<file path="src/rtl/mc_issue_ctrl.sv">
// Opcode issue controller: buffers fetched opcodes and presents the head to the microcode sequencer.
// Latency: 1 cycle from fetch to opcode. Head retires only at the end of a microprogram.
// Backpressure: fe_ready drops when the FIFO is full, while flushing, or during a kill.

module mc_issue_fifo #(
    parameter int W     = 9,
    parameter int DEPTH = 4,
    parameter int CW    = $clog2(DEPTH) + 1
) (
    input  logic          clk,
    input  logic          rst,
    input  logic          clr,
    input  logic          push,
    input  logic [W-1:0]  push_dat,
    input  logic          pop,
    output logic [W-1:0]  head_dat,
    output logic [CW-1:0] count
);
    localparam int AW = $clog2(DEPTH);

    logic [W-1:0]  mem [DEPTH];
    logic [AW-1:0] rd_ptr;
    logic [AW-1:0] wr_ptr;

    always_ff @(posedge clk) begin
        if (rst || clr) begin
            rd_ptr <= '0;
            wr_ptr <= '0;
            count  <= '0;
        end else begin
            if (push) wr_ptr <= wr_ptr + 1'b1;
            if (pop)  rd_ptr <= rd_ptr + 1'b1;
            count <= count + CW'(push) - CW'(pop);
        end
    end

    // Storage carries no reset; validity is tracked by count alone.
    always_ff @(posedge clk) begin
        if (push) mem[wr_ptr] <= push_dat;
    end

    assign head_dat = mem[rd_ptr];
endmodule

module mc_issue_ctrl #(
    parameter int         DEPTH        = 4,
    parameter logic [7:0] NOP_OP       = 8'h00,
    parameter int         FLUSH_CYCLES = 2
) (
    input  logic                     clk,
    input  logic                     rst,
    input  logic                     fe_valid,
    input  logic [7:0]               fe_opcode,
    input  logic                     fe_js_mode,
    output logic                     fe_ready,
    input  logic                     mc__more_2a,
    input  logic                     mc__stall,
    input  logic                     kill_4a,
    output logic [7:0]               opcode,
    output logic                     js_mode,
    output logic                     issue_valid,
    output logic                     issue_fire,
    output logic [$clog2(DEPTH):0]   fifo_count,
    output logic [15:0]              issued_cnt
);
    localparam int CW = $clog2(DEPTH) + 1;

    typedef struct packed {
        logic       js;
        logic [7:0] op;
    } op_ent_t;

    typedef enum logic {RUN, FLUSH} state_t;

    state_t     state, state_nxt;
    logic [2:0] flush_cnt, flush_cnt_nxt;
    op_ent_t    push_ent, head_ent;
    logic       push;

    assign fe_ready    = (fifo_count < CW'(DEPTH)) && (state == RUN) && !kill_4a;
    assign push        = fe_valid && fe_ready;
    assign issue_valid = (state == RUN) && (fifo_count != '0);
    assign issue_fire  = issue_valid && !mc__more_2a && !mc__stall && !kill_4a;
    assign opcode      = issue_valid ? head_ent.op : NOP_OP;
    assign js_mode     = issue_valid ? head_ent.js : 1'b0;
    assign push_ent    = '{js: fe_js_mode, op: fe_opcode};

    mc_issue_fifo #(.W($bits(op_ent_t)), .DEPTH(DEPTH), .CW(CW)) u_fifo (
        .clk      (clk),
        .rst      (rst),
        .clr      (kill_4a),
        .push     (push),
        .push_dat (push_ent),
        .pop      (issue_fire),
        .head_dat (head_ent),
        .count    (fifo_count)
    );

    always_ff @(posedge clk) begin
        if (rst) begin
            state      <= RUN;
            flush_cnt  <= '0;
            issued_cnt <= '0;
        end else begin
            state     <= state_nxt;
            flush_cnt <= flush_cnt_nxt;
            if (issue_fire) issued_cnt <= issued_cnt + 16'd1;
        end
    end

    // A kill in either state (re)starts the full blanking window.
    always_comb begin
        state_nxt     = state;
        flush_cnt_nxt = flush_cnt;
        if (kill_4a) begin
            state_nxt     = FLUSH;
            flush_cnt_nxt = 3'(FLUSH_CYCLES);
        end else if (state == FLUSH) begin
            if (flush_cnt == 3'd1) begin
                state_nxt     = RUN;
                flush_cnt_nxt = '0;
            end else begin
                flush_cnt_nxt = flush_cnt - 3'd1;
            end
        end
    end

    a_no_overflow: assert property (@(posedge clk) disable iff (rst)
        !(push && fifo_count == CW'(DEPTH)) && !(issue_fire && fifo_count == '0));
endmodule

</file>
<file path="config.mk">
export PLATFORM = sky130hd
export DESIGN_NAME = mc_issue_ctrl
export DESIGN_NICKNAME = d
export VERILOG_FILES = /design/src/rtl/mc_issue_ctrl.sv
export SDC_FILE = /design/constraint.sdc
export NUM_CORES = 1
export LEC_CHECK = 0
export CORE_AREA = 2 2 68 102
export DETAILED_ROUTE_END_ITERATION = 10
export DIE_AREA = 0 0 70 104
export DONT_BUFFER_PORTS = 1
export GPL_TIMING_DRIVEN = 0
export HOLD_SLACK_MARGIN = 0.05
export PLACE_DENSITY = 0.7
export SLEW_MARGIN = 20
export SYNTH_ARGS = -nofsm -noshare
export SYNTH_HDL_FRONTEND = slang
export SYNTH_HIERARCHICAL = 1
export SYNTH_SLANG_ARGS = --single-unit
</file>
<file path="constraint.sdc">
create_clock -name clk -period 7.8 [get_ports clk]
set_input_delay 1.17 -clock clk [delete_from_list [all_inputs] [get_ports clk]]
set_output_delay 1.17 -clock clk [all_outputs]
set_load 0.1 [all_outputs]
</file>
==> After elaboration in Yosys (flattened, before gate mapping) <==
Memory sizes are Yosys's and may differ from the RTL's. A register that Yosys moved wholly into a read port is not among the register bits.
Cells that the tools add are included.
{ "classes": {"add_sub_neg": 6, "magnitude_cmp": 1, "eq_ne": 1, "muxes": 12, "bitwise": 1, "n_reduce_logical": 14} }
{ "ops": {"columns": ["operator", "n"], "rows": [
  ["$add A16 B1 Y16 const B", 1],
  ["$mux W2", 4],
  ["$mux W8", 1],
  ["$logic_and A1 B1 Y1", 7],
  ["$mux W1", 6],
  ["$add A2 B1 Y2 const B", 2],
  ["$add A3 B1 Y3", 1],
  ["$eq A3 B1 Y1 const B", 1],
  ["$logic_not A1 Y1", 3],
  ["$lt A3 B3 Y1 const B", 1],
  ["$mux W3", 1],
  ["$reduce_bool A3 Y1", 1],
  ["$sub A3 B1 Y3", 1],
  ["$sub A3 B1 Y3 const B", 1],
  ["$reduce_bool A2 Y1", 1],
  ["$reduce_or A2 Y1", 1],
  ["$logic_or A1 B1 Y1", 1],
  ["$not A1 Y1", 1]
]} }
{ "totals": {"ff_bits": 27, "mem_bits_rw": 36, "in_bits": 15, "out_inout_bits": 31, "word_cells": 43, "mem_count": 1} }
{ "mem_list": {"columns": ["name", "words", "word_bits", "read_ports", "rd_clocked_by_memory_dff", "wr", "line_no", "rtl"], "rows": [
  ["u_fifo.mem", 4, 9, 1, 1, 1, "21", "logic [W-1:0] mem [DEPTH];"]
]} }

==> Longest topological paths before layout <==
{ "depth": {"ltp_word": 7, "mapped_depth": 9, "depth_no_buf": 8} }

==> Cells and area by module <==
Netlist, hierarchy kept.
{ "by_module_without_submodules": {"columns": ["mod", "instances", "cells_each", "area_per_inst_um2", "seq_area_each_um2"], "rows": [
  ["mc_issue_fifo", 1, 91, 1740.4, 1261.2],
  ["mc_issue_ctrl", 1, 124, 1066.0, 400.4]
]} }

==> Worst setup path before layout <==
No wires, ideal clock.
{ "synth_path": {"kind": "reg2out", "from": "register u_fifo.count[1]", "to": "output js_mode", "arrival_time_ns": 3.599, "required_time_ns": 6.630, "slack_ns": 3.031, "stages_incl_launch_ff": 4, "path_buffers": 0, "cell_sequence": "dfxtp_1 nor3_1 nor2_1 and2_1"} }
{ "synth_between": {"elab_chain_cells": 3} }
{ "synth_lines": {"columns": ["element", "line_no", "rtl"], "rows": [
  ["from (decl)", "17", "output logic [CW-1:0] count"],
  ["from (signal assigned)", "33", "count <= count + CW'(push) - CW'(pop);"],
  ["$reduce_bool A3 Y1", "82", "assign issue_valid = (state == RUN) && (fifo_count != '0);"],
  ["$logic_and A1 B1 Y1", "82", null],
  ["named net issue_valid", "61", "output logic issue_valid,"],
  ["$mux W1", "85", "assign js_mode = issue_valid ? head_ent.js : 1'b0;"],
  ["to (decl)", "60", "output logic js_mode,"]
]} }
The timed path passes the listed nets, and every way through them passes these cells.

==> Worst setup path in the final report <==
Ends and elaborated chain as after synthesis.

==> run_results.csv <==
group,metric,value,unit
status,outcome,"finished clean",
global_route,grt_pass1_wl,8.169,mm
die,io_pins,46,
setup_path,rrSetupSlack,4.32,ns
timing,fin_crit_sh,57.76,%
cts,cts.path.max_buffers,2,
cts,cts_root_buf,"clkbuf_8",
setup_path,cp-startpoint,"u_fifo/count[1]$_SDFF_PP0_",
timing,setup_violations,0,
pwr,powerDensity,216.4,nW/um^2
setup_path,startpoint_type,"flip-flop",
setup_path,r2r_cells,8,
global_route,grt_start_max_net_pins,13,
yosys,synth_seq_cells,65,
setup_path,reg2reg_from,"u_fifo/count[1]$_SDFF_PP0_",
cells_and_area,antenna_cells,0,
yosys,ys_seq_area_share,59.21,%
setup_path,cp_slowest_stage_delay,1.10,ns
hold_path,hold_path_class,"flip-flop to flip-flop",
routing,ant_nets,0,
die,coreArea,6396,sq um
die,dieArea,7280,sq um
cells_and_area,final_cell_mix,"edfxtp_1, dfxtp_1, and2_1",
cells_and_area,design_area,3133,sq um
cells_and_area,num-fill-cells,572,
cts,insertion_delay,0.34,ns
setup_path,crit_fanout,10,
timing,period_minus_slack,4.506,ns
die,die_w,70,um
timing,fin_skew,0.01005,ns
routing,wl_per_cell,16.25,um
cells_and_area,layout-drive-gt1-share,18.53,%
routing,drt_iter0_drc,146,
setup_path,cp-end-kind,"output pin",
cells_and_area,nets,252,
placement,dpl.hpwl,3.629,mm
routing,post-route-drc-count,0,
yosys,synth_edf_count,36,
job,drv_cap,0,
setup_path,path_delay_family,"simple AND/OR/NAND/NOR gates",
cts,cts_tree,"done",
timing,finalHoldViolCount,0,
setup_path,path_cells,"nor3_1, nor2_4, and2_1",
global_route,track_usage,14.73,%
cells_and_area,fin_util,48.98,%
cts,numClockSinks,65,
yosys,ys_warn_count,6,
cts,ctsHoldBuffers,0,
cts,cts.reportedPaths.clkPinSlew,0.07,ns
yosys,synthArstFlopShare,0,%
setup_path,cp.arrival,3.34,ns
die,fp.dieH,104,um
timing,tns,0,ns
timing,maxClockFrequency,221.9,MHz
setup_path,cp_num_buf_inv,0,
timing,maxSlewViolCount,0,
setup_path,cp_slowest_cell,"dfxtp_1",
setup_path,cp.required,6.63,ns
cts,postCtsSetupRepairBufs,0,
global_route,grt_pass1_vias,1666,
pwr,power,678.0,uW
placement,gp_congestion,0.7363,
yosys,syn_inst,215,
cells_and_area,area_delta_synth_final,11.64,%
timing,relSlewSlack,21.95,%
placement,postPlaceCellArea,2937,sq um
setup_path,reg2reg_to,"u_fifo/count[2]$_SDFF_PP0_",
setup_path,path_depth,3,
routing,totalWireLength,5.006,mm
yosys,synth_cell_type_count,39,
cts,cts_resized,0,
pwr,leakagePower,0.001078,uW
die,fp-row-count,36,
global_route,antenna_found_initial,0,
yosys,avgSynthCellArea,13.05,sq um
yosys,synth_ff_type,"edfxtp_1",
global_route,overflow,0,
routing,num_vias,1679,
cells_and_area,layout_commonest_cell,"edfxtp_1",
placement,portBuffers,0,
routing,drt-pass1-iter-count,6,
timing,tightest_slew,1.169,ns
setup_path,endpoint,"js_mode",
cts,numCtsBuffers,9,
setup_path,worstSetupPathType,"flip-flop to output pin",
yosys,syn_nets,240,
routing,vias_per_cell,5.451,
die,start_util,43.88,%
cts,htreeDepth,3,
pwr,ir_drop,92.44,uV
yosys,synth_area,2806,sq um
timing,rsz0062_at_grt,"no",
-- how the worst min path moves through the flow --
stage	startpoint	cells past startpoint	end
floorplan	u_fifo/rd_ptr[1]$_SDFFE_PP0P_	2	flip-flop
global placement	u_fifo/rd_ptr[1]$_SDFFE_PP0P_	2	u_fifo/rd_ptr[1]$_SDFFE_PP0P_
detailed placement	u_fifo/rd_ptr[1]$_SDFFE_PP0P_	2	u_fifo/rd_ptr[1]$_SDFFE_PP0P_
CTS	u_fifo/rd_ptr[1]$_SDFFE_PP0P_	2	flip-flop
global route	u_fifo/rd_ptr[1]$_SDFFE_PP0P_	2	flip-flop
finish	u_fifo/rd_ptr[1]$_SDFFE_PP0P_	2	u_fifo/rd_ptr[1]$_SDFFE_PP0P_
-- per-layer routing --
layer / vias up / part of all wire, % / GRT usage (%) / wire [um]
met2: 57 / 52 / 24.63 / 2581
met4: 0 / 2.5 / 9.066 / 127
met3: 10 / 7.2 / 4.360 / 361
li1: 813 / - / - / -
met5: - / 0 / 0 / 0
met1: 799 / 39 / 16.18 / 1936
-- registers in the layout, summed over array words and instances, names as in the netlist, named ones only --
name	count
u_fifo/count	3
u_fifo/rd_ptr	2
state	1
u_fifo/wr_ptr	2
issued_cnt	16
u_fifo/mem	36
flush_cnt	3
-- metrics by stage --
step	worst slack, ns	std cells	hold slack [ns]
floorplan	3.031	215	0.4993
global placement	2.707	291	0.5185
detailed placement	3.642	292	0.5356
CTS	3.266	308	0.5496
global route	3.181	308	0.5965
finish	3.294	308	0.5476
-- report_power, final --
group / leakage, uW / total (uW) / switching (uW) / internal [uW]
Clock: 0.000103 / 276 / 129 / 147
Sequential: 0.000561 / 369 / 4.18 / 365
Combinational: 0.000414 / 32.8 / 23.3 / 9.53
Total: 0.00108 / 678 / 156 / 522
-- final cells by class --
class | count | area [sq um] | area share (%)
sequential | 65 | 1663 | 53.08
clock inverter | 7 | 71.32 | 2.276
timing repair buffer | 1 | 15.01 | 0.4792
multi-input combinational | 130 | 1069 | 34.11
buffer | 6 | 43.79 | 1.398
inverter | 14 | 52.55 | 1.677
tap | 76 | 95.09 | 3.035
clock buffer | 9 | 123.9 | 3.954
-- cell families (layout without fill, tap and decap cells) --
kind of cell / count (synthesis) / after routing / synth area share (%)
AND/OR/NAND/NOR: 72 / 72 / 15.43
flip-flops: 65 / 65 / 59.21
AO/OA/AOI/OAI: 27 / 27 / 5.573
buffers and inverters: 20 / 37 / 3.433
multiplexers: 11 / 11 / 7.980
adder cells (fa/ha/maj): 10 / 10 / 4.726
XOR/XNOR: 10 / 10 / 3.656
-- worst min-delay path, delay by kind of cell, from the launching register on --
family | cells | cell delay [ns]
AO/OA/AOI/OAI | 1 | 0.07
AND/OR/NAND/NOR | 1 | 0.10
flip-flops | 1 | 0.32
-- Yosys cell counts (2+ instances only) --
cell type | instances | area share [%]
o21ai_0 | 8 | 1.4
a21oi_1 | 13 | 2.3
ha_1 | 9 | 4.0
nand2_1 | 7 | 0.94
o31ai_1 | 3 | 0.80
buf_6 | 2 | 0.80
inv_1 | 14 | 1.9
nand3_1 | 4 | 0.71
xnor2_1 | 5 | 1.6
edfxtp_1 | 36 | 39
or3_1 | 5 | 1.1
nor3_1 | 6 | 1.1
clkbuf_1 | 2 | 0.27
mux4_2 | 9 | 7.2
or4_1 | 2 | 0.53
dfxtp_1 | 29 | 21
nor2_1 | 16 | 2.1
xor2_1 | 4 | 1.2
nand4_1 | 6 | 1.3
and2_1 | 16 | 3.6
(Power assumes the default switching activity.)
